$ cat src/rtl/dac_load_trig_sched.sv
// dac_load_trig_sched: shares one PS AXI-stream across DAC channels and schedules per-channel triggers
//   clk, rst (async, active-low)
//   load_start/load_ch/load_beats: route load_beats stream beats to channel load_ch
//   s_axis_*: PS stream in; m_axis_*: stream fanned out to channels; select_out: PS-feeds-channel
//   trig_start/trig_abort/trig_delay/trig_period/trig_repeats: trigger schedule; trigger_out: pulses
//   load_busy/trig_busy, load_done/trig_done: status; err: sticky rejected-command flag
module dac_load_trig_sched #(
    parameter int NUM_CH = 4,
    parameter int CNT_W  = 32,
    localparam int CH_W  = $clog2(NUM_CH)
) (
    input  logic                    clk,
    input  logic                    rst,
    input  logic                    load_start,
    input  logic [CH_W-1:0]         load_ch,
    input  logic [15:0]             load_beats,
    input  logic [255:0]            s_axis_tdata,
    input  logic                    s_axis_tvalid,
    output logic                    s_axis_tready,
    output logic [255:0]            m_axis_tdata,
    output logic [NUM_CH-1:0]       m_axis_tvalid,
    input  logic [NUM_CH-1:0]       m_axis_tready,
    output logic [NUM_CH-1:0]       select_out,
    input  logic                    trig_start,
    input  logic                    trig_abort,
    input  logic [NUM_CH*CNT_W-1:0] trig_delay,
    input  logic [CNT_W-1:0]        trig_period,
    input  logic [15:0]             trig_repeats,
    output logic [NUM_CH-1:0]       trigger_out,
    output logic                    load_busy,
    output logic                    trig_busy,
    output logic                    load_done,
    output logic                    trig_done,
    output logic                    err
);
    typedef enum logic {L_IDLE, L_RUN} l_state_t;
    typedef enum logic {T_IDLE, T_RUN} t_state_t;
    l_state_t l_state, l_next;
    t_state_t t_state, t_next;
    logic [CH_W-1:0] ch_q;
    logic [15:0] beats_q;
    logic [CNT_W-1:0] period_q;
    logic [CNT_W-1:0] cnt [NUM_CH];
    logic [15:0] rem [NUM_CH];
    logic ch_bad, load_ok, trig_ok, hs, last_beat, all_done, load_done_d, err_d;

    assign ch_bad = {1'b0, load_ch} >= NUM_CH[CH_W:0];
    assign load_busy = l_state == L_RUN;
    assign trig_busy = t_state == T_RUN;
    assign load_ok = load_start && !load_busy && !trig_busy && !ch_bad;
    // a simultaneous load_start takes precedence over trig_start
    assign trig_ok = trig_start && !trig_busy && !load_busy && !load_start;
    assign hs = load_busy && s_axis_tvalid && s_axis_tready;
    assign last_beat = hs && beats_q == 16'd1;
    assign m_axis_tdata = s_axis_tdata;
    assign s_axis_tready = load_busy && m_axis_tready[ch_q];
    // start during an abort cycle is silently dropped rather than flagged
    assign err_d = (load_start && !load_ok) || (trig_start && !trig_ok && !(trig_busy && trig_abort));

    always_comb begin
        m_axis_tvalid = '0;
        for (int c = 0; c < NUM_CH; c++)
            m_axis_tvalid[c] = load_busy && s_axis_tvalid && ch_q == CH_W'(c);
    end

    always_comb begin
        all_done = 1'b1;
        for (int c = 0; c < NUM_CH; c++)
            all_done = all_done && rem[c] == '0;
    end

    always_comb begin
        l_next = l_state;
        t_next = t_state;
        load_done_d = (load_ok && load_beats == '0) || last_beat;
        if (load_ok && load_beats != '0) l_next = L_RUN;
        if (last_beat) l_next = L_IDLE;
        // zero repeats still enter T_RUN so trig_done lands one cycle later
        if (trig_ok) t_next = T_RUN;
        if (trig_busy && (trig_abort || all_done)) t_next = T_IDLE;
    end

    always_ff @(posedge clk or negedge rst) begin
        if (!rst) begin
            l_state <= L_IDLE;
            t_state <= T_IDLE;
        end else begin
            l_state <= l_next;
            t_state <= t_next;
        end
    end

    always_ff @(posedge clk or negedge rst) begin
        if (!rst) begin
            ch_q <= '0;
            beats_q <= '0;
            period_q <= '0;
            select_out <= '0;
            trigger_out <= '0;
            load_done <= 1'b0;
            trig_done <= 1'b0;
            err <= 1'b0;
            for (int c = 0; c < NUM_CH; c++) begin
                cnt[c] <= '0;
                rem[c] <= '0;
            end
        end else begin
            load_done <= load_done_d;
            trig_done <= trig_busy && !trig_abort && all_done;
            err <= err || err_d;
            trigger_out <= '0;
            if (load_ok) begin
                ch_q <= load_ch;
                beats_q <= load_beats;
                select_out <= load_beats != '0 ? NUM_CH'(1) << load_ch : '0;
            end else if (hs) begin
                beats_q <= beats_q - 16'd1;
            end
            if (last_beat) select_out <= '0;
            if (trig_ok) begin
                period_q <= trig_period == '0 ? CNT_W'(1) : trig_period;
                for (int c = 0; c < NUM_CH; c++) begin
                    cnt[c] <= trig_delay[c*CNT_W +: CNT_W];
                    rem[c] <= trig_repeats;
                end
            end else if (trig_busy && !trig_abort) begin
                for (int c = 0; c < NUM_CH; c++) begin
                    if (rem[c] != '0) begin
                        if (cnt[c] == '0) begin
                            trigger_out[c] <= 1'b1;
                            rem[c] <= rem[c] - 16'd1;
                            cnt[c] <= period_q - CNT_W'(1);
                        end else begin
                            cnt[c] <= cnt[c] - CNT_W'(1);
                        end
                    end
                end
            end
        end
    end
endmodule

$ cat config.mk
export PLATFORM = sky130hd
export DESIGN_NAME = dac_load_trig_sched
export DESIGN_NICKNAME = d
export VERILOG_FILES = /design/src/rtl/dac_load_trig_sched.sv
export SDC_FILE = /design/constraint.sdc
export NUM_CORES = 1
export LEC_CHECK = 0
export ABC_AREA = 0
export CAP_MARGIN = 5
export CELL_PAD_IN_SITES_DETAIL_PLACEMENT = 1
export CELL_PAD_IN_SITES_GLOBAL_PLACEMENT = 1
export CORE_AREA = 2 2 282 284
export DETAILED_ROUTE_END_ITERATION = 10
export DIE_AREA = 0 0 284 286
export DONT_BUFFER_PORTS = 1
export PLACE_DENSITY_LB_ADDON = 0.25
export SETUP_SLACK_MARGIN = 0.05
export SLEW_MARGIN = 20
export SYNTH_ARGS = -nofsm -noshare
export SYNTH_HDL_FRONTEND = slang
export SYNTH_SLANG_ARGS = --single-unit
$ cat constraint.sdc
create_clock -name clk -period 7 [get_ports clk]
set_input_delay 0.35 -clock clk [delete_from_list [all_inputs] [get_ports clk]]
set_output_delay 0.35 -clock clk [all_outputs]
set_load 0.1 [all_outputs]
======== Word level (Yosys, flattened, before mapping) ========
Cells that the tools add are included.
operators by class
  add/subtract/negate cells ............... 10
  order comparisons ....................... 1
  equal/unequal tests ..................... 4
  shifts and indexed selects .............. 1
  mux-type cells .......................... 42
  reductions and logical operators ........ 73
operators by type and width
  operator                 count
  $mux W32                 9
  $mux W128                2
  $logic_not A32 Y1        5
  $mux W16                 10
  $sub A32 B1 Y32 const B  5
  $mux W64                 2
  $logic_not A16 Y1        5
  $reduce_bool A16 Y1      5
  $sub A16 B1 Y16 const B  5
  $reduce_bool A2 Y1       13
  $logic_and A1 B1 Y1      25
  $mux W4                  5
  $eq A16 B1 Y1 const B    1
  $mux W1                  13
  $reduce_and A3 Y1        4
  $reduce_and A2 Y1        4
  $logic_not A1 Y1         7
  $eq A2 B2 Y1 const B     2
  $logic_or A1 B1 Y1       4
  $shl A1 B2 Y4 const A    1
  $lt A2 B3 Y1 const B     1
  $bmux W1 S2              1
  $eq A2 B1 Y1 const B     1
  $logic_not A2 Y1         1
word-level totals
  register bits ........................... 255
  input port bits ......................... 460
  output and inout port bits .............. 274
  logic and storage cells ................. 149

======== Logic depth before layout (Yosys ltp) ========
Gate-level depths: netlist (run 1).
  word-level depth ........................ 9
  depth in mapped cells ................... 11

======== Worst setup path before layout (run 1) ========
Ideal clock, no wire load.
  path kind ............................... register -> output
  start point ............................. reg l_state (netlist: load_busy)
  end point ............................... out m_axis_tvalid[0]
  data arrival time ....................... 3320 ps
  data required time ...................... 6650 ps
  path slack .............................. 3330 ps
  stages on the path, launching flop included .. 4
  path buffers ............................ 1
  cells stage by stage .................... dfrtp_1 > clkbuf_1 > nand2_1 > nor3_1
on the way
  longest elaborated chain between the ends .. 2
RTL lines
  element                            line  RTL
  from (decl)                        38    l_state_t l_state, l_next;
  from (signal assigned)             88    l_state <= l_next;
  $logic_and A1 B1 Y1 (2 in series)  63    m_axis_tvalid[c] = load_busy && s_axis_tvalid && ch_q == CH_W'(c);
  to (decl)                          21    output logic [NUM_CH-1:0] m_axis_tvalid,
Every way passes these cells.

======== Worst setup path in the final report (run 1) ========
  start point ............................. reg cnt[77] (netlist bit)
  end point ............................... reg rem[43] (netlist bit)
on the way
  longest elaborated chain between the ends .. 3
RTL lines
  element                              line  RTL
  from (decl)                          43    logic [CNT_W-1:0] cnt [NUM_CH];
  from (signal, indexed assignment)    123   cnt[c] <= trig_delay[c*CNT_W +: CNT_W];
  from (signal, indexed assignment)    132   cnt[c] <= period_q - CNT_W'(1);
  from (signal, indexed assignment)    134   cnt[c] <= cnt[c] - CNT_W'(1);
  $logic_not A32 Y1                    129   if (cnt[c] == '0) begin
  $reduce_bool A2 Y1 (no source line)  n/a
  $reduce_and A3 Y1 (no source line)   n/a
  to (signal, indexed assignment)      124   rem[c] <= trig_repeats;
  to (signal, indexed assignment)      131   rem[c] <= rem[c] - 16'd1;
  to (decl)                            44    logic [15:0] rem [NUM_CH];
Every way passes these cells.
A chain may end at the register's enable or synchronous reset.

==> results of run 1 <==
-- final cells by class --
type                    count  share of cell area, %
clock buffers              49                   5.32
inverters                  28                  0.543
well taps                1050                   6.78
clock inverters             8                  0.497
repair buffers            165                   8.72
multi-input cells        1483                   45.1
flip-flops and latches    255                   32.9
diodes                     10                  0.129
-- flip-flops by register name, indices dropped and copies added (netlist names) --
register and count:
beats_q 16, ch_q 2, cnt 128, err 1, load_busy 1, load_done 1, period_q 32, rem 64
select_out 4, trig_busy 1, trig_done 1, trigger_out 4
-- kinds of logic after synthesis --
family                     share of synthesized area [%]
AOI/OAI and AO/OA                                   16.8
muxes                                              0.670
xor gates and xnor gates                            7.56
adders and majority gates                           1.15
buffers and inverters                               13.6
DFF                                                 36.8
and+or+nand+nor                                     23.4
-- worst min-delay path by stage --
| stage | to | slack, ns | cells past startpoint |
|---|---|---|---|
| final | cnt[96]$_DFFE_PN0P_ | 0.009 | 2 |
| after global routing | cnt[96]$_DFFE_PN0P_ | 0.008 | 2 |
| after CTS | cnt[16]$_DFFE_PN0P_ | 0.001 | 2 |
| after detailed placement | trig_done$_DFF_PN0_ | 0.07 | 0 |
| after global placement | trig_done$_DFF_PN0_ | 0.07 | 0 |
| after floorplan | beats_q[0]$_DFFE_PN0P_ | 0.05 | 0 |
-- where the power goes --
group / internal, mW / switching (mW) / total, mW
Clock: 1.10 / 0.751 / 1.85
Sequential: 2.02 / 0.776 / 2.80
Combinational: 0.838 / 1.22 / 2.06
Total: 3.96 / 2.75 / 6.70
-- through the flow --
step	total power, mW	utilization [%]	setup WS (ns)
2_1_floorplan	4.63	-	3.33
3_3_place_gp	4.68	21.4	3.26
6_report	6.70	24.7	3.13
3_5_place_dp	4.77	21.4	3.17
4_1_cts	6.77	24.6	3.15
5_1_grt	7.14	24.7	2.81
-- routing by layer --
metal / GRT usage, % / vias to the layer above / part of all wire [%]
met3: 5.23 / 151 / 6.9
met4: 7.09 / 18 / 3.6
li1: - / 7035 / -
met5: 0.581 / - / 0.14
met1: 24.3 / 7861 / 45
met2: 28.8 / 561 / 45
-- cell usage after synthesis, drive strengths merged, types with 8 or more instances --
cell type / instances
and3: 12
o22ai: 64
a21oi: 148
dfrtp: 255
nor3: 77
nor4: 67
xor2: 77
nand3b: 8
clkbuf: 78
a31oi: 16
o41ai: 8
a211oi: 14
nand2: 278
buf: 268
a22oi: 24
o21ai: 100
xnor2: 72
ha: 16
nand4: 18
a311oi: 10
nor2: 191
a221o: 16
or3: 35
nand2b: 8
inv: 26
nand3: 60
and2: 10
o211ai: 19
or4: 34
==> results.md, run 1 <==
- The start point of the critical path is cnt[77]$_DFFE_PN0P_.
- For the worst setup path, the data required time is 7.40 ns.
- The maximum clock frequency is 259 MHz.
- The critical path in this run is classified as reg -> reg.
- The dominant cell type by area after synthesis is sky130_fd_sc_hd__dfrtp_1.
- Summing all flip-flop and latch instances after layout gives 0.00638 mm2.
- In this run the critical register-to-register path is captured at rem[43]$_DFFE_PN0P_.
- The number of flops mapped to enable cells by yosys is 0.
- After synthesis, the cell types taking the most area are sky130_fd_sc_hd__dfrtp_1 (37%), sky130_fd_sc_hd__buf_4 (11%), sky130_fd_sc_hd__nand2_1 (6.0%), sky130_fd_sc_hd__a21oi_1 (4.3%), sky130_fd_sc_hd__nor2_1 (4.1%).
- The post-placement cell count is 2843.
- The net count after synthesis is 2588.
- The arrival time of data at the critical path endpoint is 4.27 ns.
- For the worst-skew pair, the clock arrives at the later sink with an insertion delay of 0.56 ns.
- The via count of the first global-routing pass came to 16200.
- In the final layout, the multi-input gates occupy 0.00873 mm2.
- The total global routing overflow is 0.
- The count of standard-cell rows is 103.
- Of the synthesized area, sequential elements account for 36.8%.
- For the finished layout, the period the worst path requires is 3.87 ns.
- The final hold violation count was 0.
- The clock arrives with 0.0216 ns of skew.
- The per-cell via count in the routed design is 5.13.
- The flop and latch count out of synthesis is 255.
- Clock-pin slew was measured on the worst setup and hold paths at 0.06 ns.
- The cts-stage hold buffer count is 135.
- In the final timing run, aggregate negative setup slack is 0 ns.
- The worst setup path is launched from a flip-flop.
- In this run the cell area measured after placement is 0.0168 mm2.
- The count of cells in the finished layout, fillers not included, comes to 3048.
- In the final layout, the share of cells above drive strength 1 is 6.34%.
- The initial antenna violation count is 26.
- The average wire per standard cell is 25.3 um.
- The termination of the worst setup path is rem[43]$_DFFE_PN0P_.
- The number of instances in the synthesized netlist is 2112.
- The area growth from synthesis to final layout is 11.6%.
- The first global-routing pass estimated 113000 um of wire.
- The detailed placer's ending HPWL is 55300 um.
- The worst slew margin relative to its limit is 23.8%.
- The post-CTS setup repair buffer count is 0.
- The power density over the cells is 346 mW/mm2.
- The largest individual stage delay along the critical path comes from the cell sky130_fd_sc_hd__or4_1.
- The distinct cell type count after synthesis is 72.
- TritonCTS created 37 clock buffers.
- IR analysis of the VDD net gives a maximum drop of 134 uV.
- In the routed design, unresolved DRC markers number 0.
- The total clock sinks is 255.
- In this run the worst path has a maximum fanout of 22.
- The number of buffers and inverters on the critical path is 0.
- The kind of path behind the tightest hold check is in -> reg.
- The overall routed net length is 77200 um.
- The area share of the leading cell type in the synthesized netlist is 36.8%.
- In this run the number of cells on the critical path is 7.
- The starting density of the core is 22.2%.
- In the finished design, the share of the clock period the worst path needs comes to 55.2%.
- The flow ran to the end, and the final reports show no timing, DRC or antenna violations.
- The final route contains 15600 vias.
- The endpoint type of the worst setup path is a flip-flop.
- The count of synthesis-stage warnings from yosys is 0.
- The H-tree was split into 2 levels.
- The quantity of gates resized following cts is 0.
- Setup repair after global routing left no endpoint under its margin.
- The remaining antenna violation count is 0.
- The post-synthesis area per instance is 8.22 um2.
- Walking the worst path, the cells encountered are nor4_1 -> nand4b_1 -> or4_1 -> nor3_2 -> nand2_1 -> xor2_1 -> a21oi_1.
- The finished cells cover 0.0194 mm2.
- Setup violations remaining at the end of the flow were counted as 0.
- The initial DRC count is 940.
- The final net count is 2446.
- The routability congestion estimate is 0.807.
- The cell area after technology mapping is 0.0174 mm2.
- The count of final max-slew check failures is 0.
- The analysis attributes to cell leakage a power of 7.00 nW.
- For this run, the total global-route usage over all layers was measured as 18.6%.
- For this design the top-level I/O count stands at 734.
- At the pin with the least slew margin, the transition time is 1.14 ns.
- During placement, the flow inserted port buffers numbering 0.
- The core area is 0.0784 mm2.
- The dominant synthesized flop cell is sky130_fd_sc_hd__dfrtp_1.
- The highest cell delay on the worst timing path is 1.06 ns.
- In this run the critical register-to-register path is launched from cnt[77]$_DFFE_PN0P_.
- Entering global routing, the biggest net connects 256 pins.
- Clock tree synthesis selected as its root buffer the cell sky130_fd_sc_hd__clkbuf_16.
- The die covers 0.0812 mm2.
- The cell family contributing the most delay on the critical path is simple AND/OR/NAND/NOR gates.
- In the layout the commonest cells are sky130_fd_sc_hd__nand2_1 (278), sky130_fd_sc_hd__dfrtp_1 (255), sky130_fd_sc_hd__nor2_1 (188).
- TritonCTS built the clock tree.
- The hold path startpoint is trig_delay[0].
- The filler cell count in the final layout is 9341.
- The detailed-routing iteration count for the pre-antenna-repair pass is 5.
- The worst register-to-register path has a depth of 7.
- The most common cell after layout, fill and taps aside is sky130_fd_sc_hd__nand2_1.
- The share of flip-flops with an asynchronous set or reset after synthesis is 100%.
- The die span in x is 284 um.
- Hold timing on the final database bottoms out at a slack of 0.00909 ns.
- The minimum setup slack among reg-to-reg paths is 3.13 ns.
- The count of maximum capacitance violations is 0.
- The y dimension of the die is 286 um.
- The clock passes through at most 3 buffers.
(Power assumes the default switching activity.)
==> run 2, diff against run 1 <==
Clock period 7 ns to 3.1 ns, I/O delays scaled along.
==> run 2 against run 1 <==
Net effect:
- cell area grew 7.9%
- sequential cell count did not move
- first-iteration DRC count down 11%
- sequential power rose by 120%
- the run now ends with hold timing left
- combinational power increased to 2.5 times the previous value
- worst hold slack worse by 0.70 ns
- final cell count rose by 5.7%
- highest routed layer unchanged
- global-route usage up 0.48 points
- largest power group unchanged
- non-clock buffer count up 175
==> results.md, run 2 (same netlist as run 1, synthesis figures left out) <==
- The CTS clock-pin slew for the worst setup and hold paths is 0.06 ns (about the same).
- The worst setup skew after layout is 0.0227 ns (+0.00105 ns).
- The count of final max-slew check failures is 0 (unchanged).
- Broken down by cell family, the worst path's largest delay share belongs to simple AND/OR/NAND/NOR gates.
- The worst hold margin is -0.690 ns (-0.699 ns).
- The placement-stage worst setup slack is -0.0452 ns (-3.21 ns).
- The insertion delay to the later sink of the worst-skew pair came to 0.56 ns (about the same).
- The final critical-path setup slack is 0.119 ns (-3.02 ns).
- The endpoint required time on the critical path is 3.56 ns (-3.84 ns).
- The maximum clock frequency is 335 MHz (+30%).
- The most common cell type on the critical path is sky130_fd_sc_hd__or3_1.
- The number of buffers and inverters on the critical path is 0 (unchanged).
- The die outline area was 0.0812 mm2 (unchanged).
- The area growth from synthesis to final layout is 20.4%.
- The detailed-routing iteration count for the pre-antenna-repair pass was 5 (unchanged).
- The overall routed net length is 79400 um (+2.8%).
- The maximum ir drop on the vdd rail is 284 uV (+110%).
- The count of maximum capacitance violations is 0 (unchanged).
- The critical setup path kind is reg -> reg.
- The final cycle utilization of the critical path is 96.2% (+41 points).
- The remaining antenna violation count is 0 (unchanged).
- The arrival time of data at the critical path endpoint is 3.44 ns (-0.83 ns).
- The TritonCTS clock tree is built.
- STA classifies the critical path startpoint as a flip-flop.
- The starting density of the core is 22.2% (unchanged).
- Counting flops per register, the top entry is cnt.
- The core utilization of the finished layout is 26.7% (+1.9 points).
- The maximum fanout count along the critical path is 4 (-82%).
- The static leakage power is 7.86 nW (+12%).
- The total clock sinks is 255 (unchanged).
- The die span in x came to 284 um (unchanged).
- The detailed placer's ending HPWL is 58800 um (+6.3%).
- The per-cell via count in the routed design is 5.04 (-1.8%).
- The initial DRC count is 840 (-11%).
- The endpoint type of the worst setup path is a flip-flop.
- The power density over the cells is 750 mW/mm2 (+120%).
- Walking the worst path, the cells encountered are or3_1 -> or4_4 -> nor4_4 -> nand3_2 -> or4_1 -> or3_1 -> a31oi_1.
- The final hold violation count is 255 (+255).
- The number of CTS-inserted buffers was 36 (-2.7%).
- The highest cell delay on the worst timing path is 0.55 ns (-0.51 ns).
- The boundary pin count is 734 (unchanged).
- The number of H-tree levels came to 2 (unchanged).
- The final standard cell area without fillers is 0.0209 mm2 (+7.9%).
- The library cells used most frequently in the layout, excluding fill and tap cells, are sky130_fd_sc_hd__nand2_1 (276), sky130_fd_sc_hd__dfrtp_1 (255), sky130_fd_sc_hd__dlygate4sd3_1 (203).
- The cell with the largest stage delay on the worst path is sky130_fd_sc_hd__or4_1.
- The clock root buffer is sky130_fd_sc_hd__clkbuf_16.
- The total global routing overflow came to 0 (unchanged).
- The minimum clock period after layout was 2.98 ns (-0.885 ns).
- The final net count is 2620 (+7.1%).
- The maximum root-to-sink buffer count is 3 (unchanged).
- The maximum number of pins on one net before global-route repair came to 256 (unchanged).
- The fraction of final layout cells with drive strength greater than 1 is 11.1% (+4.8 points).
- The first-pass GRT wire length is 117000 um (+3.9%).
- In this run the worst hold path is classified as in -> async.
- The filler cell count in the final layout was 9281 (-0.64%).
- The via count of the first global-routing pass is 17200 (+5.7%).
- The checks that failed: hold timing.
- The number of flip-flops under the largest register name came to 128 (unchanged).
- The worst slew margin relative to its limit is 30.3% (+6.6 points).
- The count of vias placed by the detailed router came to 16200 (+3.9%).
- The cts-stage hold buffer count was 203 (+50%).
- The core area is 0.0784 mm2 (unchanged).
- The initial antenna violation count is 14 (-46%).
- The number of design rule violations left after detail routing was 0 (unchanged).
- The count of final setup violators came to 0 (unchanged).
- Setup repair after global routing could not meet its margin everywhere.
- The total track usage is 19.0% (+0.48 points).
- Leaving out fill and tap cells, the most frequent cell in the layout is sky130_fd_sc_hd__nand2_1.
- The count of standard-cell rows came to 103 (unchanged).
- The overall power of the completed layout is 15.7 mW (+130%).
- The average wire per standard cell is 24.6 um (-2.8%).
- The run finished, with violations left.
- The total cell area at the placement stage came to 0.0176 mm2 (+4.8%).
- The y dimension of the die was 286 um (unchanged).
- The routability congestion estimate came to 0.824 (+2.1%).
- The largest registers in the layout are cnt x128, rem x64, period_q x32.
- The number of port buffers is 0 (unchanged).
- The actual slew at the worst max-slew pin is 1.04 ns (-0.0995 ns).
## run 2: changes by cell type in the layout (fill, tap and decap cells not counted), sizes merged
cell,change
clkinvlp,-1
buf,+107
diode,-5
bufinv,-2
clkbuf,+9
dlygate4sd3,+68
clkinv,-2
## run 2: through the flow
stage	instances	hold slack (ns)	TNS (ns)
floorplan	2112	-0.141	-0.750
global placement	2950	-0.128	0
detailed placement	2950	-0.126	-0.0709
CTS	3214	-0.743	0
global route	3220	-0.709	-0.00661
finish	3222	-0.690	0
## run 2: report_power, final
part	internal (mW)	switching, mW
logic	2.30	2.88
clock network	2.51	1.71
registers	4.57	1.70
total	9.38	6.29
## run 2: what timing repair did
action	4_1_cts	5_1_grt
endpoints found under the hold margin	499	255
setup endpoints to repair	4	32
resized for setup	2	14
pin swaps	0	3
buffers inserted	0	3
## run 2: final cells by class
class | instances | area, um2 | area share, %
multi-input combinational | 1483 | 8760 | 41.9
sequential | 255 | 6380 | 30.5
timing repair buffer | 340 | 3160 | 15.1
tap | 1050 | 1310 | 6.29
clock buffer | 58 | 1140 | 5.48
inverter | 28 | 106 | 0.509
clock inverter | 3 | 18.8 | 0.0898
antenna | 5 | 12.5 | 0.0599
## run 2: final timing paths
path | from | end | slack (ns) | depth (start not counted)
worst max-delay path | cnt[51]$_DFFE_PN0P_ | rem[29]$_DFFE_PN0P_ | 0.12 | 7
max in group asynchronous | rst | period_q[19]$_DFFE_PN0P_ | 3.21 | 0
worst max register to register | cnt[51]$_DFFE_PN0P_ | rem[29]$_DFFE_PN0P_ | 0.12 | 7
worst min register to register | rem[61]$_DFFE_PN0P_ | rem[61]$_DFFE_PN0P_ | 0.51 | 1
worst min-delay path | rst | trig_done$_DFF_PN0_ | -0.69 | 0
min in group clk | load_start | cnt[2]$_DFFE_PN0P_ | 0.03 | 4
## run 2: routing by layer
| layer | vias to the layer above | share of wire, % | GRT usage [%] |
|---|---|---|---|
| li1 | 7363 | - | - |
| met1 | 8195 | 45 | 25.2 |
| met2 | 529 | 46 | 31.0 |
| met3 | 129 | 6.0 | 4.60 |
| met4 | 12 | 2.4 | 5.16 |
| met5 | - | 0.088 | 0.407 |
